**config.mk**
```make
export PLATFORM = sky130hd
export DESIGN_NAME = switch_debounce_events
export DESIGN_NICKNAME = d
export VERILOG_FILES = /design/src/rtl/switch_debounce_events.sv
export SDC_FILE = /design/constraint.sdc
export NUM_CORES = 1
export LEC_CHECK = 0
export BUFFER_PORTS_ARGS = -buffer_cell sky130_fd_sc_hd__buf_2
export CORE_MARGIN = 2
export CORE_UTILIZATION = 40
export CTS_BUF_LIST = sky130_fd_sc_hd__clkbuf_8
export DETAILED_ROUTE_END_ITERATION = 10
export MAX_ROUTING_LAYER = met4
export PLACE_DENSITY = 0.56
export SETUP_SLACK_MARGIN = 0.1
export SYNTH_ARGS = -nofsm -noshare
export SYNTH_HDL_FRONTEND = slang
export SYNTH_SLANG_ARGS = --single-unit
export TNS_END_PERCENT = 30
```
**constraint.sdc**
```tcl
create_clock -name clk -period 2.77 [get_ports clk]
set_clock_uncertainty 0.15 [all_clocks]
set_input_delay 0.554 -clock clk [delete_from_list [all_inputs] [get_ports clk]]
set_output_delay 0.554 -clock clk [all_outputs]
set_load 0.05 [all_outputs]
```
**src/rtl/switch_debounce_events.sv**
```systemverilog
// switch_debounce_events: synchronises and debounces N_IN raw slide-switch lines, drives clean
// levels plus one-cycle rise/fall strobes, and queues every debounced transition as an
// {index, level} event on a valid/ready stream with a sticky lost-event flag.
// Ports: clk, rst_n (synchronous, active-low); in_raw (async raw switches); level/rise/fall;
//        ev_valid/ev_ready/ev_idx/ev_level (event stream); ev_overflow (sticky) / ov_clear.
// Option: define SWITCH_DEBOUNCE_BYPASS_EN to drop the debounce counters (level follows the
//        synchronised input every cycle); ports and parameters are unchanged.
module switch_debounce_events #(
  parameter int N_IN            = 5,
  parameter int DEBOUNCE_CYCLES = 3000000,
  parameter int CNT_W           = 22,
  parameter int FIFO_DEPTH      = 4
) (
  input  logic                    clk,
  input  logic                    rst_n,
  input  logic [N_IN-1:0]         in_raw,
  output logic [N_IN-1:0]         level,
  output logic [N_IN-1:0]         rise,
  output logic [N_IN-1:0]         fall,
  output logic                    ev_valid,
  input  logic                    ev_ready,
  output logic [$clog2(N_IN)-1:0] ev_idx,
  output logic                    ev_level,
  output logic                    ev_overflow,
  input  logic                    ov_clear
);

  localparam int IDX_W  = $clog2(N_IN);
  localparam int PTR_W  = $clog2(FIFO_DEPTH);
  localparam int FCNT_W = $clog2(FIFO_DEPTH + 1);

  // Two-flop synchroniser; sync2_q is the synchronised view of each switch.
  logic [N_IN-1:0] sync1_q, sync2_q;

  always_ff @(posedge clk) begin
    if (!rst_n) begin
      sync1_q <= '0;
      sync2_q <= '0;
    end else begin
      sync1_q <= in_raw;
      sync2_q <= sync1_q;
    end
  end

  // toggle[i] marks the cycle in which level[i] flips.
  logic [N_IN-1:0] level_q, level_d, rise_q, fall_q, toggle;

`ifdef SWITCH_DEBOUNCE_BYPASS_EN
  assign toggle = sync2_q ^ level_q;
`else
  localparam logic [CNT_W-1:0] CNT_LAST = CNT_W'(DEBOUNCE_CYCLES - 1);

  logic [N_IN-1:0][CNT_W-1:0] cnt_q, cnt_d;

  // Counter runs only while the synchronised input disagrees with the level; any agreeing
  // cycle restarts it, so glitches shorter than DEBOUNCE_CYCLES are absorbed.
  always_comb begin
    cnt_d  = '0;
    toggle = '0;
    for (int i = 0; i < N_IN; i++) begin
      if (sync2_q[i] != level_q[i]) begin
        if (cnt_q[i] == CNT_LAST) toggle[i] = 1'b1;
        else                      cnt_d[i]  = cnt_q[i] + CNT_W'(1);
      end
    end
  end

  always_ff @(posedge clk) begin
    if (!rst_n) cnt_q <= '0;
    else        cnt_q <= cnt_d;
  end
`endif

  assign level_d = level_q ^ toggle;

  always_ff @(posedge clk) begin
    if (!rst_n) begin
      level_q <= '0;
      rise_q  <= '0;
      fall_q  <= '0;
    end else begin
      level_q <= level_d;
      rise_q  <= toggle & level_d;
      fall_q  <= toggle & ~level_d;
    end
  end

  // Event FIFO state: entries are {idx, level}; count_q separates full from empty.
  logic [IDX_W:0]    mem_q [FIFO_DEPTH];
  logic [PTR_W-1:0]  wr_ptr_q, rd_ptr_q;
  logic [FCNT_W-1:0] count_q;
  logic              fifo_full, pop, push;

  assign ev_valid  = (count_q != '0);
  assign fifo_full = (count_q == FCNT_W'(FIFO_DEPTH));
  assign pop       = ev_valid && ev_ready;

  // Pending bits: lowest set index is offered to the FIFO each cycle.
  logic [N_IN-1:0]  pend_q, pend_d, push_mask;
  logic [IDX_W-1:0] sel_idx;
  logic             loss;

  always_comb begin
    sel_idx = '0;
    for (int i = N_IN - 1; i >= 0; i--) begin
      if (pend_q[i]) sel_idx = IDX_W'(i);
    end
  end

  // A pop in the same cycle frees a slot, so a full FIFO can still accept.
  assign push      = (|pend_q) && (!fifo_full || pop);
  assign push_mask = push ? (N_IN'(1) << sel_idx) : '0;

  // A second toggle on a still-pending input cancels the first; that is a lost event.
  // A toggle on the bit being pushed this cycle is a fresh event, not a loss.
  assign loss   = |(toggle & pend_q & ~push_mask);
  assign pend_d = (pend_q & ~push_mask) ^ toggle;

  always_ff @(posedge clk) begin
    if (!rst_n) begin
      pend_q      <= '0;
      ev_overflow <= 1'b0;
    end else begin
      pend_q <= pend_d;
      // A new loss beats a simultaneous clear.
      if (loss)          ev_overflow <= 1'b1;
      else if (ov_clear) ev_overflow <= 1'b0;
    end
  end

  always_ff @(posedge clk) begin
    if (!rst_n) begin
      for (int i = 0; i < FIFO_DEPTH; i++) mem_q[i] <= '0;
      wr_ptr_q <= '0;
      rd_ptr_q <= '0;
      count_q  <= '0;
    end else begin
      if (push) begin
        // level_q already holds the post-toggle level of the pending input.
        mem_q[wr_ptr_q] <= {sel_idx, level_q[sel_idx]};
        wr_ptr_q        <= wr_ptr_q + PTR_W'(1);
      end
      if (pop) rd_ptr_q <= rd_ptr_q + PTR_W'(1);
      case ({push, pop})
        2'b10:   count_q <= count_q + FCNT_W'(1);
        2'b01:   count_q <= count_q - FCNT_W'(1);
        default: count_q <= count_q;
      endcase
    end
  end

  logic [IDX_W:0] head;
  assign head     = mem_q[rd_ptr_q];
  assign ev_idx   = head[IDX_W:1];
  assign ev_level = head[0];

  assign level = level_q;
  assign rise  = rise_q;
  assign fall  = fall_q;

endmodule

```
Word-level counts from Yosys, hierarchy flattened
Memories as Yosys holds them, arrays and structs flattened. A register that Yosys moved wholly into a read port is not among the register bits. Index checks and enable logic that the tools add are counted. W data, S select, Z words.

Flip-flop bits (word level): 148. RAM bits: 16. Input bits: 9. Output and inout bits: 21. Logic and storage cells: 100. Memories kept: 1.

Add/sub/neg operators: 9. Order comparisons: 1. Equality and inequality tests: 13. Shift operators: 1. Muxes and demuxes: 30. Bitwise operators: 15. Reductions and logical operators: 15.

Memory list: mem_q (depth 4, width 4, read ports 1, clocked after Yosys merged registers in 1, wr ports 4, line 89) `logic [IDX_W:0] mem_q [FIFO_DEPTH];`.

Operators by type and width (number): $add A22 B1 Y22 const B (5); $eq A22 B22 Y1 const B (5); $and A5 B5 Y5 (5); $mux W1 (18); $mux W3 (5); $reduce_or A3 Y1 (5); $not A5 Y5 (2); $reduce_or A5 Y1 (2); $xor A5 B5 Y5 (2); $mux W2 (3); $not A1 Y1 (6); $pmux W3 S2 (1); $mux W5 (1); $ne A1 B1 Y1 (5); $shl A1 B3 Y5 const A (1); $add A2 B1 Y2 const B (2); $lt A3 B4 Y1 const B (1); $mux W4 (1); $reduce_bool A2 Y1 (2); $reduce_or A4 Y1 (1); $add A3 B1 Y3 const B (1); $bmux W1 S3 (1); $eq A3 B3 Y1 const B (1); $reduce_bool A3 Y1 (1); 6 further kinds (7).

Logic depth before layout (Yosys ltp)
Depth after elaboration: 11. Depth in mapped cells: 7. Depth with buffers taken out: 7.

Worst setup path after synthesis
OpenSTA, ideal clock, no wires.

Path type: in2reg. Start point: input ev_ready. End point: memory mem_q[0][0] (netlist name) (enable). Library setup time: 0.274 ns. Data arrival time: 1.824 ns. Required time: 2.346 ns. Slack: 0.522 ns. Cell stages on the path: 5. Path buffers: 0. Path through: nor4b_1 a21oi_1 nand2_1 or3_1 nand2_1.

RTL lines: start, declared (line 21) `input logic ev_ready,`; end, declared (line 89).

==> results.md <==
- Crit path arrival time: 1.71 ns
- Fin Setup TNS: 0 ns
- CP max FO: 4
- Final period utilization: 87.1%
- # fillers: 1,644
- Layout area overhead: 12.5%
- Main synth FF type: dfxtp_1
- PwrDens: 614 nW/µm²
- Pins Over Slew Limit: 0
- DRC viols: 0
- Largest net degree at the start of global routing: 29
- Fin. Hold Viols: 0
- Post-CTS Setup Inserts: 0
- Final min period: 2.41 ns
- CTS clk-pin slew, worst paths: 0.08 ns
- Sink Count: 166
- Initial core utilization: 41.0%
- Resized cells post-CTS: 0
- Iter 0 DRT Violations: 234
- WP data required: 2.07 ns
- WL/cell: 13.2 µm
- Final Power: 0.00489 W
- RSZ-0062 raised after global routing: no
- Pleak: 2.65 nW
- Synthesized area per cell: 9.28 µm²
- Clock Latency Late Sink: 0.45 ns
- Total grt overflow: 0
- Post-Syn Area: 7080 µm²
- Hold-fix buffers, CTS: 0
- Ratio of cells with drive above 1 in the final layout: 10.3%
- Number of synthesized flops with an enable pin: 16
- Seq/Total Area, Yosys: 49.2%
- Max capacitance violation total: 0
- Clock root buffer: clkbuf_8
- Die area: 18,800 µm²
- H-Tree Depth: 4
- Most common cell after layout, fill and taps aside: dfxtp_1
- Asr flop ratio synth: 0%
- Reg-to-Reg Start: pend_q[0]
- Routed Antenna Nets: 0
- IO Pins: 30
- Row count: 48
- Syn_nets: 778
- Final Wtd Congestion: 0.812
- DR vias: 5,217
- Rel. slew slack: 51.0%
- Die X: 137 µm
- Final setup vio count: 0
- Min-delay worst type: input pin to flop
- Routed WL: 13.7 mm
- Clk buf depth: 2
- Chip height: 137 µm
- Placed wire-length estimate: 9.63 mm
- First-pass DRT Iterations: 4
- Final net count: 819
- Startpoint Class: flop
- CTS tree: built
- Initial antenna violation count: 0
- Ys Warns: 0
- Cell taking the most area after synthesis: dfxtp_1
- Total track usage: 15.9%
- Synth area leaders: dfxtp_1, nor2_1, xor2_1, edfxtp_1, xnor2_1
- Antenna diode count: 0
- Share of the synthesized area in the top cell type: 42.4%
- Worst-margin pin slew: 0.728 ns
- Most frequent cells in the layout: dfxtp_1, nor2_1, xor2_1
- Vias in the first global route: 4,894
- Cells after synthesis: 763
- Critical path type: flop to primary output
- Status: completed
- First-pass GRT wire length: 23.1 mm
- Flops & latches, synth: 166
- Max Freq: 414 MHz
- Number of library cell types mapped by synthesis: 55
- Core ar.: 17,300 µm²
- PortBufs: 29
- Hold_sp: in_raw[0]
- Max VDD drop: 0.317 mV
- Num CTS Buffers: 17
- Crit end category: primary output
- Via-to-Cell Ratio: 5.01
[cells in the mapped netlist (2+ instances only)]
library cell	number
nor3_1	22
xor2_1	56
nand4_1	30
mux4_2	4
and4_1	8
nand2_1	47
and2_1	15
or4_1	2
edfxtp_1	16
nor4bb_1	2
buf_2	9
o22ai_1	2
xnor2_1	54
inv_1	23
nor3b_1	5
nor4b_1	3
or3_1	10
mux2i_1	3
buf_4	2
or2_2	2
nor2_1	148
nand2b_1	5
clkbuf_1	6
a21oi_1	8
nand3b_1	2
and3_1	17
o21ai_0	13
ha_1	5
nor2b_1	5
nor4_1	15
nand4bb_1	2
dfxtp_1	150
o21a_1	2
nand3_1	47
o31a_1	3
[final timing paths]
kind                 to  slack (ns)  cells after the start
min          sync1_q[0]        0.16                      2
max reg2reg  count_q[2]        0.48                      6
max           ev_idx[1]        0.36                      2
min reg2reg  sync2_q[0]        0.29                      1
[sequential cells by signal (all words and copies together) (netlist names), named ones only]
name	count
cnt_q	110
mem_q	16
sync1_q	5
pend_q	5
rd_ptr_q	2
wr_ptr_q	2
ev_overflow	1
fall	5
rise	5
sync2_q	5
count_q	3
[logic make-up after synthesis]
kind of cell,after synthesis,share of synthesized area (%)
AOI/OAI and AO/OA,37,3.36
xor gates and xnor gates,110,13.6
adders and majority gates,6,1.17
buffers and inverters,41,2.44
DFF,166,49.2
muxes,7,1.70
and+or+nand+nor,396,28.6
[area by class of cell]
cell class | instances | area (µm²) | share of cell area (%)
sequential | 166 | 3480 | 43.7
multi-input combinational | 556 | 3430 | 43.0
tap | 225 | 282 | 3.53
clock inverter | 15 | 235 | 2.95
clock buffer | 17 | 234 | 2.93
timing repair buffer | 39 | 220 | 2.76
inverter | 24 | 90.1 | 1.13
[critical path, stage by stage (launching register included)]
cell     delay [ns]
dfxtp_1        0.49
mux4_2         0.54
buf_2          0.22
[through the flow]
| stage | hold WS, ns | setup slack [ns] | instances | area, µm² | utilization (%) |
|---|---|---|---|---|---|
| 3_3_place_gp | 0.265 | 0.514 | 1010 | 7500 | 43.4 |
| 2_1_floorplan | 0.262 | 0.522 | 763 | 7080 | - |
| 6_report | 0.158 | 0.357 | 1042 | 7970 | 46.1 |
| 3_5_place_dp | 0.274 | 0.434 | 1010 | 7500 | 43.4 |
| 5_1_grt | 0.143 | 0.239 | 1042 | 7970 | 46.1 |
| 4_1_cts | 0.122 | 0.300 | 1042 | 7970 | 46.1 |
[metal layers]
metal	vias to the layer above	GRT usage, %	part of all wire (%)
li1	2699	-	-
met1	2451	20.4	50
met2	54	24.7	46
met3	13	4.15	2.7
met4	0	4.98	0.95
met5	-	-	0
[power by group]
part	internal [W]	switching, W
registers	0.00247	0.0000508
clock network	0.00115	0.000865
logic	0.000130	0.000225
total	0.00375	0.00114
Power figures use the tool's default switching activity.
